$ cat src/rtl/bg_pkg.sv
// Shared constants for the background grass VRAM: geometry, word packing and
// writer FSM encoding. The scanline reader imports this too.
package bg_pkg;

  localparam int BG_TOP_ROW       = 300;
  localparam int BG_ROWS          = 128;
  localparam int BG_WORDS_PER_ROW = 16;
  localparam int BG_PIX_PER_WORD  = 3;
  localparam int BG_COLS          = 48;
  localparam int BG_IDX_W         = 3;

  localparam logic [2:0] BG_SKY_IDX    = 3'd5;
  localparam logic [2:0] BG_GROUND_IDX = 3'd7;

  // Slot 0 is the leftmost pixel and sits in the top bits of the word.
  localparam int BG_SLOT0_LSB = 6;
  localparam int BG_SLOT1_LSB = 3;
  localparam int BG_SLOT2_LSB = 0;

  typedef enum logic {
    CMD_PIXEL = 1'b0,
    CMD_FILL  = 1'b1
  } cmd_t;

  typedef enum logic [2:0] {
    S_IDLE,
    S_RD,
    S_WAIT,
    S_WR,
    S_FILL
  } state_t;

  function automatic int slot_lsb(input logic [1:0] slot);
    case (slot)
      2'd0:    return BG_SLOT0_LSB;
      2'd1:    return BG_SLOT1_LSB;
      default: return BG_SLOT2_LSB;
    endcase
  endfunction

endpackage

$ cat src/rtl/bg_pixel_merge.sv
// Column decode (col -> word, slot) by table lookup, and replacement of one
// 3-bit slot inside a 9-bit VRAM word.
module bg_pixel_merge
  import bg_pkg::*;
(
  input  logic [8:0] word_in,
  input  logic [5:0] col,
  input  logic [2:0] index,
  output logic [8:0] word_out,
  output logic [3:0] word_sel,
  output logic       col_ok
);

  logic [1:0] slot;

  // The loop unrolls into a 48-entry constant table; nothing divides at runtime.
  always_comb begin
    // NOTE: every output gets a default before any branch so no latch is inferred.
    word_sel = '0;
    slot     = '0;
    col_ok   = 1'b0;
    for (int i = 0; i < BG_COLS; i++) begin
      if (col == 6'(i)) begin
        word_sel = 4'(i / BG_PIX_PER_WORD);
        slot     = 2'(i % BG_PIX_PER_WORD);
        col_ok   = 1'b1;
      end
    end
  end

  always_comb begin
    word_out = word_in;
    word_out[slot_lsb(slot) +: BG_IDX_W] = index;
  end

endmodule

$ cat src/rtl/bg_vram_writer.sv
// Write-side agent for the background grass VRAM: read-modify-write pixel
// updates and whole-memory fills, with registered VRAM port outputs.
module bg_vram_writer
  import bg_pkg::*;
#(
  parameter int RD_LAT        = 1,
  parameter int ROWS          = BG_ROWS,
  parameter int WORDS_PER_ROW = BG_WORDS_PER_ROW
) (
  input  logic        clk,
  input  logic        rst_n,
  input  logic        req_valid,
  output logic        req_ready,
  input  logic        req_cmd,
  input  logic [6:0]  req_row,
  input  logic [5:0]  req_col,
  input  logic [2:0]  req_index,
  output logic        busy,
  output logic        done,
  output logic        err,
  output logic        vram_en,
  output logic        vram_we,
  output logic [10:0] vram_addr,
  output logic [8:0]  vram_din,
  input  logic [8:0]  vram_dout
);

  localparam logic [10:0] FILL_LAST = 11'(ROWS * WORDS_PER_ROW - 1);
  localparam logic [1:0]  WAIT_LAST = 2'(RD_LAT - 1);

  state_t      state, state_nxt;
  logic [1:0]  wait_cnt, wait_cnt_nxt;
  logic [5:0]  col_q;
  logic [2:0]  idx_q;
  logic        en_nxt, we_nxt, done_nxt, err_nxt;
  logic [10:0] addr_nxt;
  logic [8:0]  din_nxt;
  logic [5:0]  merge_col;
  logic [8:0]  merged;
  logic [3:0]  word_sel;
  logic        col_ok;
  logic        accept;

  assign req_ready = (state == S_IDLE) && rst_n;
  assign accept    = req_valid && req_ready;

  // One decoder serves both the acceptance check (live request) and the merge (captured column).
  assign merge_col = (state == S_IDLE) ? req_col : col_q;

  bg_pixel_merge u_merge (
    .word_in  (vram_dout),
    .col      (merge_col),
    .index    (idx_q),
    .word_out (merged),
    .word_sel (word_sel),
    .col_ok   (col_ok)
  );

  always_comb begin
    state_nxt    = state;
    wait_cnt_nxt = wait_cnt;
    en_nxt       = 1'b0;
    we_nxt       = 1'b0;
    done_nxt     = 1'b0;
    err_nxt      = 1'b0;
    addr_nxt     = vram_addr;
    din_nxt      = vram_din;
    unique case (state)
      S_IDLE: begin
        if (accept) begin
          if (req_cmd == CMD_FILL) begin
            state_nxt = S_FILL;
            en_nxt    = 1'b1;
            we_nxt    = 1'b1;
            addr_nxt  = '0;
            din_nxt   = {3{req_index}};
          end else if (!col_ok) begin
            err_nxt = 1'b1;
          end else begin
            state_nxt = S_RD;
            en_nxt    = 1'b1;
            addr_nxt  = {req_row, word_sel};
          end
        end
      end
      S_RD: begin
        state_nxt    = S_WAIT;
        wait_cnt_nxt = '0;
      end
      S_WAIT: begin
        // The read word is valid on the last wait cycle; merge it straight into the write data.
        if (wait_cnt == WAIT_LAST) begin
          state_nxt = S_WR;
          en_nxt    = 1'b1;
          we_nxt    = 1'b1;
          din_nxt   = merged;
        end else begin
          wait_cnt_nxt = wait_cnt + 2'd1;
        end
      end
      S_WR: begin
        state_nxt = S_IDLE;
        done_nxt  = 1'b1;
      end
      S_FILL: begin
        if (vram_addr == FILL_LAST) begin
          state_nxt = S_IDLE;
          done_nxt  = 1'b1;
        end else begin
          en_nxt   = 1'b1;
          we_nxt   = 1'b1;
          addr_nxt = vram_addr + 11'd1;
        end
      end
      default: state_nxt = S_IDLE;
    endcase
  end

  always_ff @(posedge clk) begin
    // NOTE: sequential state uses non-blocking assignments so every register samples pre-edge values.
    if (!rst_n) begin
      state     <= S_IDLE;
      wait_cnt  <= '0;
      col_q     <= '0;
      idx_q     <= '0;
      busy      <= 1'b0;
      done      <= 1'b0;
      err       <= 1'b0;
      vram_en   <= 1'b0;
      vram_we   <= 1'b0;
      vram_addr <= '0;
      vram_din  <= '0;
    end else begin
      state     <= state_nxt;
      wait_cnt  <= wait_cnt_nxt;
      busy      <= (state_nxt != S_IDLE);
      done      <= done_nxt;
      err       <= err_nxt;
      vram_en   <= en_nxt;
      vram_we   <= we_nxt;
      vram_addr <= addr_nxt;
      vram_din  <= din_nxt;
      if (accept) begin
        col_q <= req_col;
        idx_q <= req_index;
      end
    end
  end

endmodule
$ cat config.mk
export PLATFORM = sky130hd
export DESIGN_NAME = bg_vram_writer
export DESIGN_NICKNAME = d
export VERILOG_FILES = /design/src/rtl/bg_pkg.sv /design/src/rtl/bg_pixel_merge.sv /design/src/rtl/bg_vram_writer.sv
export SDC_FILE = /design/constraint.sdc
export NUM_CORES = 1
export LEC_CHECK = 0
export ABC_AREA = 0
export CORE_MARGIN = 3
export CORE_UTILIZATION = 42
export CTS_CLUSTER_DIAMETER = 120
export CTS_CLUSTER_SIZE = 25
export DETAILED_ROUTE_END_ITERATION = 10
export PLACE_DENSITY = 0.75
export SYNTH_ARGS = -nofsm -noshare
export SYNTH_HDL_FRONTEND = slang
export SYNTH_SLANG_ARGS = --single-unit
$ cat constraint.sdc
create_clock -name clk -period 5.9 [get_ports clk]
set_input_delay 1.475 -clock clk [delete_from_list [all_inputs] [get_ports clk]]
set_output_delay 1.475 -clock clk [all_outputs]
set_load 0.05 [all_outputs]
# == Yosys cells after proc, flatten, opt, wreduce, memory -nomap -nowiden ==
# Index checks and enable logic that the tools add are counted.
# op_classes
addsub,3
mul,0
n_div,0
magnitude_cmp,0
eq_ne,59
shifts,2
n_mux,172
n_bitwise,3
reduce_logical,14
# ops
op,n
$mux W2,53
$eq A6 B5 Y1 const B,16
$eq A6 B6 Y1 const B,16
$mux W4,24
$mux W1,61
$mux W3,17
$eq A6 B4 Y1 const B,8
$mux W11,4
$neg A3 Y33,1
$shift A3 B33 Y9 const A,1
$shiftx A3 B33 Y9,1
$mux W9,3
$eq A6 B3 Y1 const B,4
$pmux W11 S2,1
$pmux W9 S2,1
$eq A6 B2 Y1 const B,2
$pmux W3 S4,1
$add A11 B1 Y11 const B,1
$eq A11 B11 Y1 const B,1
$ne A2 B2 Y1 const B,5
$bwmux W9,1
$reduce_and A4 Y1,2
$eq A3 B2 Y1 const B,2
$eq A6 B1 Y1 const B,1
other kinds (19),26
# totals
register_bits,39
latch_bits,0
ram_bits,0
mem_bits_ro,0
in_bits,29
output_inout_bits,26
word_cells,264
mem_count,0

# == Depth between registers and ports, before layout ==
# Gate-level depths: netlist of run 1.
# depth
depth_word,57
ltp_mapped,9
depth_no_buf,8

# == By module ==
# From an unflattened synthesis of run 1, not the netlist that was laid out.
# unflattened
cells_unflattened,333
hier_area_um2,2745.1
# modules_own_cells
mod,n_inst,cells_each,area_per_inst_um2,seq_area_each_um2
bg_vram_writer,1,245,2009.4,780.7
bg_pixel_merge,1,88,735.7,0.0

# == Worst setup path before layout of run 1 ==
# Ideal clock, no wire load.
# synth_timing
kind,input to output
start,input port rst_n
end,output port req_ready
t_arrival_ns,2.488
required_ns,4.425
slack_ns,1.937
stages,3
path_buffers,1
cell_sequence,clkbuf_1 -> inv_1 -> nor2_1
# synth_via
elab_chain_len,1
# synth_lines
element,line,source
"start, declared",bg_vram_writer.sv:11,"input logic rst_n,"
$logic_and A1 B1 Y1,bg_vram_writer.sv:44,assign req_ready = (state == S_IDLE) && rst_n;
"end, declared",bg_vram_writer.sv:13,"output logic req_ready,"
# No other way between the ends.

# == Final worst setup path of run 1 ==
# Same ends and word-level chain as after synthesis.

==> results.yml, run 1 <==
global_routing:
  grt.total_usage: 0.200
  grt_pass1_vias: 2565
  grt_max_degree: 23
  grt_pass1_wl_um: 12200
  gr-total-overflow: 0
  antenna_found_initial: 0
timing:
  drv_slew: 0
  hold_viol: 0
  skew_ns: 0.0149
  relSlewSlack: 0.276
  post-route-min-period_ns: 4.69
  rsz0062_at_grt: "no"
  setup_violations: 0
  whs_ns: 0.466
  fmax_ghz: 0.213
  worst_slew_pin_slew_ns: 1.08
  tns_ns: 0
  period_share: 0.796
critical_path:
  path_max_fanout: 17
  r2r_cells: 6
  rrSetupSlack_ns: 2.29
  criticalPathCategory: "in -> out"
  reg2reg_to: "vram_din[0]"
  end_kind: "primary output"
  r2r-start: "state[1]"
  cp_data_arrival_time_ns: 3.22
  start_kind: "input pin"
  cp_data_required_time_ns: 4.43
die:
  fp-row-count: 28
  die_y_um: 86.2
  initial_core_util: 0.446
  die-width_um: 86.2
  io_pins: 55
  coreArea_mm2: 0.00606
  die_area_mm2: 0.00743
synthesis:
  syn-num-nets: 393
  ys_seq_elements: 39
  yosysTopAreaCell: "dfxtp_1"
  postSynthCellCount: 362
  yosysUniqueCellTypes: 64
  synth_edf_count: 0
  ys_async_sr_fraction: 0
  syn_area_per_cell_um2: 7.47
  synth_area_leaders: "dfxtp_1 (29%), nand2_1 (8.3%), o21ai_0 (5.6%)"
  ys.flop_type: "dfxtp_1"
  yosys_warnings: 0
  ys_seq_area_frac: 0.289
  synthesis.area_mm2: 0.00270
  synth_top_area_frac: 0.289
flow_run:
  drv_cap: 0
route:
  post_drt_wl_per_cell_um: 15.4
  first_pass_iters: 5
  vias_per_cell: 5.88
  via_count: 2805
  postRouteAntennaNets: 0
  drc: 0
  drt-total-wl_um: 7330
  first_iter_violations: 182
cells_and_area:
  fillers: 591
  n_antenna_cell: 0
  multiInputGateArea_mm2: 0.00179
  fin_cells: 477
  nets: 432
  regArea_um2: 781
  drive_gt1_frac: 0.0746
  syn_to_final_growth_pct: 23.7
power:
  p_leak_nw: 1.22
  p_per_area_mw_per_mm2: 539
  finalPower_w: 0.00180
  vdd.ir_drop.worst_mv: 0.280
clock_tree:
  cts.path.max_buffers: 2
  numClockSinks: 39
  clk_pin_slew_ns: 0.07
  post_cts_buffers: 0
  holdBufCountCts: 0
  cts_resized: 0
  htree_num_levels: 2
  cts_buffers: 5
  clk_latency_ns: 0.30
  cts-root-buf: "clkbuf_8"
  cts_tree: "built"
placement:
  placement.io_buffers: 54
  place_congestion: 0.870
  placedCellCount: 469
  dpl.hpwl_um: 5320
min_path:
  min_to: "wait_cnt[1]"
  hp-class: "reg -> reg"
  hold_path_startpoint: "wait_cnt[1]"
  hold_path_depth: 2
status:
  status: "finished clean"
==> routing by layer <==
layer  GRT usage  part of all wire  wire, µm
met1       0.280              0.48      3550
met2       0.324              0.46      3390
met3      0.0276             0.044       326
met4      0.0510            0.0093        68
met5           0                 0         0
==> registers in the layout, indices dropped and copies added, names as in the netlist <==
register   count
vram_din       9
state          3
wait_cnt       2
vram_we        1
vram_addr     11
vram_en        1
idx_q          3
col_q          6
busy           1
err            1
done           1
==> cells in the mapped netlist (all sizes together) (2+ instances only) <==
cell type / number
a2111oi: 2
a211o: 4
a211oi: 4
a21bo: 2
a21boi: 2
a21oi: 20
a221oi: 3
a22oi: 7
a311oi: 3
a31o: 2
a31oi: 3
and2: 4
and3: 4
and4: 4
and4b: 4
buf: 4
clkbuf: 21
dfxtp: 39
ha: 2
inv: 6
mux2: 4
mux2i: 8
nand2: 60
nand2b: 9
nand3: 9
nand3b: 4
nand4: 6
nor2: 39
nor2b: 2
nor3: 5
nor3b: 4
nor4: 2
o211ai: 5
o21ai: 31
o22ai: 6
o31ai: 5
or3: 4
or3b: 2
xnor2: 4
xor2: 2
==> critical path, cell delays in order <==
cell and delay, ns:
clkdlybuf4s50_1 0.46, buf_4 0.21, inv_1 0.08, nor2_1 0.16
clkdlybuf4s50_1 0.84
==> power by group <==
| group | leakage [nW] | total (W) | switching (W) | internal (W) |
|---|---|---|---|---|
| clock | 0.0402 | 0.000184 | 0.000102 | 0.0000823 |
| sequential | 0.319 | 0.000428 | 0.0000885 | 0.000340 |
| combinational | 0.861 | 0.00119 | 0.000746 | 0.000441 |
| total | 1.22 | 0.00180 | 0.000937 | 0.000863 |
==> logic make-up (layout without fill, tap and decap cells) <==
group | after synthesis | after routing | synth area share
compound gates | 104 | 104 | 0.265
xor+xnor | 6 | 6 | 0.0194
fa+ha+maj | 3 | 3 | 0.0130
buf+inv | 31 | 71 | 0.0477
flops | 39 | 39 | 0.289
mux | 12 | 12 | 0.0537
simple gates | 167 | 167 | 0.313
==> cells in the final DEF, fill, tap and decap left out, drive strengths merged, types with 3 or more instances in the layout <==
cell and count:
o31ai 5, nand2 60, nand3 9, buf 3, and4 4, xnor2 4
nor3b 4, o211ai 5, nand2b 9, mux2i 8, nor3 5, a211oi 4
nand3b 4, inv 6, a31oi 3, mux2 4, or3 4, clkdlybuf4s50 54
and3 4, a21oi 20, a311oi 3, and4b 4, clkbuf 5, o22ai 6
a221oi 3, a22oi 7, nand4 6, and2 4, o21ai 31, nor2 39
dfxtp 39, a211o 4
==> metrics by stage <==
step / setup slack (ns) / cell area (µm²) / utilization
finish: 1.21 / 3340 / 0.551
global route: 1.15 / 3340 / 0.551
CTS: 1.21 / 3340 / 0.551
detailed placement: 1.21 / 3250 / 0.537
global placement: 1.27 / 3250 / 0.537
floorplan: 1.94 / 2700 / -
==> worst max-delay path by stage <==
stage	slack (ns)	start	depth (start not counted)	end
2_1_floorplan	1.94	rst_n	3	req_ready
3_3_place_gp	1.27	rst_n	5	req_ready
3_5_place_dp	1.21	rst_n	5	req_ready
4_1_cts	1.21	rst_n	5	req_ready
5_1_grt	1.15	rst_n	5	req_ready
6_report	1.21	rst_n	5	req_ready
==> layout make-up <==
type / count / area share
tap: 75 / 0.0281
clock buffer: 5 / 0.0206
multi-input combinational: 292 / 0.537
sequential: 39 / 0.234
inverter: 6 / 0.00674
timing repair buffer: 57 / 0.168
clock inverter: 3 / 0.00599
Note: power is estimated with default switching activity, not from simulation.
==> run 2: changes to the inputs <==
==> constraint.sdc (replaced) <==
create_clock -name clk -period 4.78 [get_ports clk]
set_input_delay 1.195 -clock clk [delete_from_list [all_inputs] [get_ports clk]]
set_output_delay 1.195 -clock clk [all_outputs]
set_load 0.05 [all_outputs]
==> results.yml, run 2 (same netlist as run 1, synthesis figures left out) <==
status:
  status: "finished clean"
timing:
  worst_slew_pin_slew_ns: 1.10
  tns_ns: 0
  drv_slew: 0
  hold_viol: 0
  skew_ns: 0.0132
  post-route-min-period_ns: 3.78
  fmax_ghz: 0.265
  relSlewSlack: 0.262
  rsz0062_at_grt: "no"
  period_share: 0.791
  setup_violations: 0
  whs_ns: 0.464
route:
  first_iter_violations: 242
  drc: 0
  drt-total-wl_um: 7390
  post_drt_wl_per_cell_um: 15.5
  via_count: 2817
  vias_per_cell: 5.91
  postRouteAntennaNets: 0
  first_pass_iters: 5
power:
  p_sw_w: 0.00115
  p_sw_frac: 0.503
  finalPower_w: 0.00229
  p_per_area_mw_per_mm2: 679
  vdd.ir_drop.worst_mv: 0.340
  p_comb_frac: 0.653
  p_leak_nw: 1.24
  clkPwrFrac: 0.117
  intPower_w: 0.00114
  seq_power_share: 0.231
die:
  initial_core_util: 0.446
  io_pins: 55
  coreArea_mm2: 0.00606
  die_area_mm2: 0.00743
  fp-row-count: 28
  die-width_um: 86.2
  die_y_um: 86.2
flow_run:
  drv_cap: 0
cells_and_area:
  drive_gt1_frac: 0.0746
  largest_reg_flops: 11
  multiInputGateArea_mm2: 0.00179
  n_antenna_cell: 0
  final_cell_mix: "nand2_1 (60), clkdlybuf4s50_1 (53), nor2_1 (39), dfxtp_1 (39), o21ai_0 (30)"
  nets: 433
  fillers: 589
  syn_to_final_growth_pct: 24.8
  layout.cells.most_common: "nand2_1"
  regArea_um2: 781
  reg_top3: "vram_addr x11, vram_din x9, col_q x6"
  top_register: "vram_addr"
global_routing:
  grt_pass1_vias: 2686
  grt_max_degree: 23
  antenna_found_initial: 0
  grt.total_usage: 0.201
  gr-total-overflow: 0
  grt_pass1_wl_um: 12400
critical_path:
  path_max_fanout: 17
  start_kind: "input pin"
  cp_data_required_time_ns: 3.59
  cpPeakStageDelay_ns: 0.84
  criticalPathCategory: "in -> out"
  crit_buf_inv: 3
  critPathTopFamily: "buffers and inverters"
  end_kind: "primary output"
  cp_slowest_cell: "clkdlybuf4s50_1"
  cp_data_arrival_time_ns: 2.59
  path_cells: "clkdlybuf4s50_1, inv_1, nor2_1, buf_12"
clock_tree:
  clk_latency_ns: 0.30
  cts_resized: 0
  cts_tree: "built"
  post_cts_buffers: 0
  holdBufCountCts: 0
  htree_num_levels: 2
  cts-root-buf: "clkbuf_8"
  clk_pin_slew_ns: 0.06
  cts_buffers: 5
  cts.path.max_buffers: 2
  numClockSinks: 39
placement:
  placement.io_buffers: 54
  place_congestion: 0.836
  dpl.hpwl_um: 5350
min_path:
  hp-class: "reg -> reg"
-- run 2: cell types whose count changed in the layout (fill, tap and decap cells not counted) --
cell,change
bufinv_16,+1
clkinv_2,-1
clkdlybuf4s50_1,-1
clkinvlp_4,-2
buf_12,+1
buf_4,+1
clkbuf_1,+1
-- run 2: area by class of cell --
| class | count | share of cell area |
|---|---|---|
| clock buffers | 6 | 0.0215 |
| clock inverters | 1 | 0.00890 |
| inverters | 6 | 0.00668 |
| multi-input cells | 292 | 0.532 |
| flip-flops and latches | 39 | 0.231 |
| well taps | 75 | 0.0278 |
| repair buffers | 58 | 0.172 |
-- run 2: per-layer routing --
layer	vias to the layer above	track usage	share of wire
li1	1397	-	-
met1	1302	0.270	0.45
met2	113	0.331	0.46
met3	5	0.0456	0.078
met4	0	0.0425	0.0041
met5	-	0	0
-- run 2: worst register-to-register path, stage by stage (launching register included) --
cell	delay (ns)
dfxtp_1	0.46
nor3_2	0.95
and3_1	0.68
a21o_1	0.47
nor2_1	0.10
nor2_1	0.17
nand3_1	0.10
o211ai_1	0.18
-- run 2: worst paths after layout --
check                   start           to  slack (ns)  cells after the start
setup / recovery        rst_n    req_ready         1.0                      4
hold / removal    wait_cnt[1]  wait_cnt[1]        0.46                      2
setup reg to reg     state[1]  vram_din[8]        1.61                      7
hold reg to reg   wait_cnt[1]  wait_cnt[1]        0.46                      2
-- run 2: power by group through the flow --
stage / Combinational [W] / Clock (W) / Sequential [W]
2_1_floorplan: 0.000956 / 0 / 0.000705
3_3_place_gp: 0.00145 / 0 / 0.000530
3_5_place_dp: 0.00148 / 0 / 0.000533
4_1_cts: 0.00149 / 0.000274 / 0.000526
5_1_grt: 0.00162 / 0.000287 / 0.000544
6_report: 0.00149 / 0.000267 / 0.000528
-- run 2: metrics by stage --
stage          area (µm²)  utilization  setup WS [ns]  instances
5_1_grt              3370        0.557          0.899        477
3_5_place_dp         3270        0.540           1.00        470
2_1_floorplan        2700            -           1.38        362
3_3_place_gp         3270        0.540           1.05        470
6_report             3370        0.557           1.00        477
4_1_cts              3370        0.557          0.995        477
==> run 3: changes to the inputs <==
--- a/config.mk
+++ b/config.mk
@@ -11,7 +11,7 @@
 export CTS_CLUSTER_DIAMETER = 120
 export CTS_CLUSTER_SIZE = 25
 export DETAILED_ROUTE_END_ITERATION = 10
-export PLACE_DENSITY = 0.75
+export PLACE_DENSITY = 0.78
 export SYNTH_ARGS = -nofsm -noshare
 export SYNTH_HDL_FRONTEND = slang
 export SYNTH_SLANG_ARGS = --single-unit
==> constraint.sdc (replaced) <==
create_clock -name clk -period 3 [get_ports clk]
set_input_delay 0.75 -clock clk [delete_from_list [all_inputs] [get_ports clk]]
set_output_delay 0.75 -clock clk [all_outputs]
set_load 0.05 [all_outputs]
==> results.yml, run 3 (same netlist as run 1, synthesis figures left out) <==
global_routing:
  gr-total-overflow: 0
  grt_pass1_vias: 2639
  grt.total_usage: 0.203
  grt_pass1_wl_um: 12300
  antenna_found_initial: 0
  grt_max_degree: 23
route:
  vias_per_cell: 5.77
  first_pass_iters: 5
  first_iter_violations: 190
  postRouteAntennaNets: 0
  via_count: 2868
  post_drt_wl_per_cell_um: 14.9
  drc: 0
  drt-total-wl_um: 7420
timing:
  setup_violations: 0
  skew_ns: 0.00684
  fmax_ghz: 0.363
  relSlewSlack: 0.536
  rsz0062_at_grt: "no"
  post-route-min-period_ns: 2.76
  drv_slew: 0
  worst_slew_pin_slew_ns: 0.695
  period_share: 0.919
  hold_viol: 0
critical_path:
  cpPeakStageDelay_ns: 0.55
  cp_slowest_cell: "clkdlybuf4s50_1"
  start_kind: "input pin"
  cp_data_required_time_ns: 3.19
  rrSetupSlack_ns: 0.28
  criticalPathCategory: "in -> reg"
  r2r_cells: 8
  r2r-start: "state[1]"
  path_max_fanout: 9
  cp_data_arrival_time_ns: 2.95
  crit_path_start: "req_col[1]"
  path_cells: "clkdlybuf4s50_1, nand2b_1, mux2_4, nand3_1, a21oi_1, a211oi_2, and4b_1, a211o_1"
  end_kind: "flop"
cells_and_area:
  syn_to_final_growth_pct: 29.9
  finalInstanceArea_mm2: 0.00351
  final_cell_mix: "nand2_1 (60), clkdlybuf4s50_1 (53), nor2_1 (39), dfxtp_1 (39), o21ai_0 (30)"
  fin_cells: 497
  nets: 452
  drive_gt1_frac: 0.118
  fillers: 579
  reg_top3: "vram_addr x11, vram_din x9, col_q x6"
  largest_reg_flops: 11
  finalCoreUtilization: 0.579
  top_register: "vram_addr"
  layout.cells.most_common: "nand2_1"
  n_antenna_cell: 0
clock_tree:
  cts_buffers: 5
  cts_resized: 0
  clk_pin_slew_ns: 0.08
  htree_num_levels: 2
  numClockSinks: 39
  cts_tree: "built"
  cts.path.max_buffers: 2
  post_cts_buffers: 0
  cts-root-buf: "clkbuf_8"
  holdBufCountCts: 0
  clk_latency_ns: 0.29
placement:
  place_congestion: 0.929
  placedCellCount: 489
  placement.io_buffers: 54
  place_area_mm2: 0.00343
  dpl.hpwl_um: 5520
die:
  coreArea_mm2: 0.00606
  die_y_um: 86.2
  die_area_mm2: 0.00743
  fp-row-count: 28
  initial_core_util: 0.446
  die-width_um: 86.2
  io_pins: 55
power:
  p_leak_nw: 1.33
  seq_power_share: 0.218
  intPower_w: 0.00188
  p_sw_frac: 0.501
  p_comb_frac: 0.688
  p_per_area_mw_per_mm2: 1070
  p_sw_w: 0.00189
  clkPwrFrac: 0.095
  vdd.ir_drop.worst_mv: 0.557
flow_run:
  drv_cap: 0
status:
  status: "finished clean"
min_path:
  hp-class: "reg -> reg"
  hold_path_depth: 2
  hold_path_startpoint: "wait_cnt[1]"
run 3: cell count changes in the layout (fill, tap and decap cells not counted), sizes merged:
cell      previous run  this run
buf                  5        24
clkinvlp             0         1
clkinv               0         1
bufinv               1         0
run 3: routing by layer:
metal	share of wire	global-route usage	up-vias
met5	0	0	-
met4	0.016	0.0637	0
met3	0.060	0.0361	9
met2	0.47	0.336	87
met1	0.45	0.268	1338
li1	-	-	1434
run 3: worst paths after layout:
check	end
worst max register to register	vram_din[2]
worst min register to register	wait_cnt[1]
worst max-delay path	vram_din[3]
worst min-delay path	wait_cnt[1]
run 3: through the flow:
step	TNS [ns]	worst slack (ns)	total power (W)	hold WS [ns]
floorplan	0	0.237	0.00265	0.436
global route	0	0.0980	0.00404	0.508
finish	0	0.244	0.00377	0.472
CTS	0	0.267	0.00377	0.477
detailed placement	-0.204	-0.0514	0.00340	0.468
global placement	0	0.0337	0.00334	0.447
run 3: cell type report:
| cell class | count | area [µm²] | share of cell area |
|---|---|---|---|
| clock buffers | 6 | 72.6 | 0.0207 |
| clock inverters | 2 | 12.5 | 0.00356 |
| inverters | 6 | 22.5 | 0.00641 |
| multi-input cells | 292 | 1790 | 0.511 |
| flip-flops and latches | 39 | 781 | 0.222 |
| well taps | 75 | 93.8 | 0.0267 |
| repair buffers | 77 | 736 | 0.210 |
run 3: critical path: cells and delay by family:
kind / cells / cell delay [ns]
AOI/OAI and AO/OA: 3 / 0.74
and+or+nand+nor: 3 / 0.59
muxes: 1 / 0.30
buffers and inverters: 1 / 0.55
run 3: power by group through the flow:
stage / Combinational [W] / Clock (W) / Sequential, W
6_report: 0.00259 / 0.000357 / 0.000820
5_1_grt: 0.00279 / 0.000394 / 0.000848
4_1_cts: 0.00258 / 0.000369 / 0.000819
3_5_place_dp: 0.00257 / 0 / 0.000829
3_3_place_gp: 0.00251 / 0 / 0.000825
2_1_floorplan: 0.00152 / 0 / 0.00112
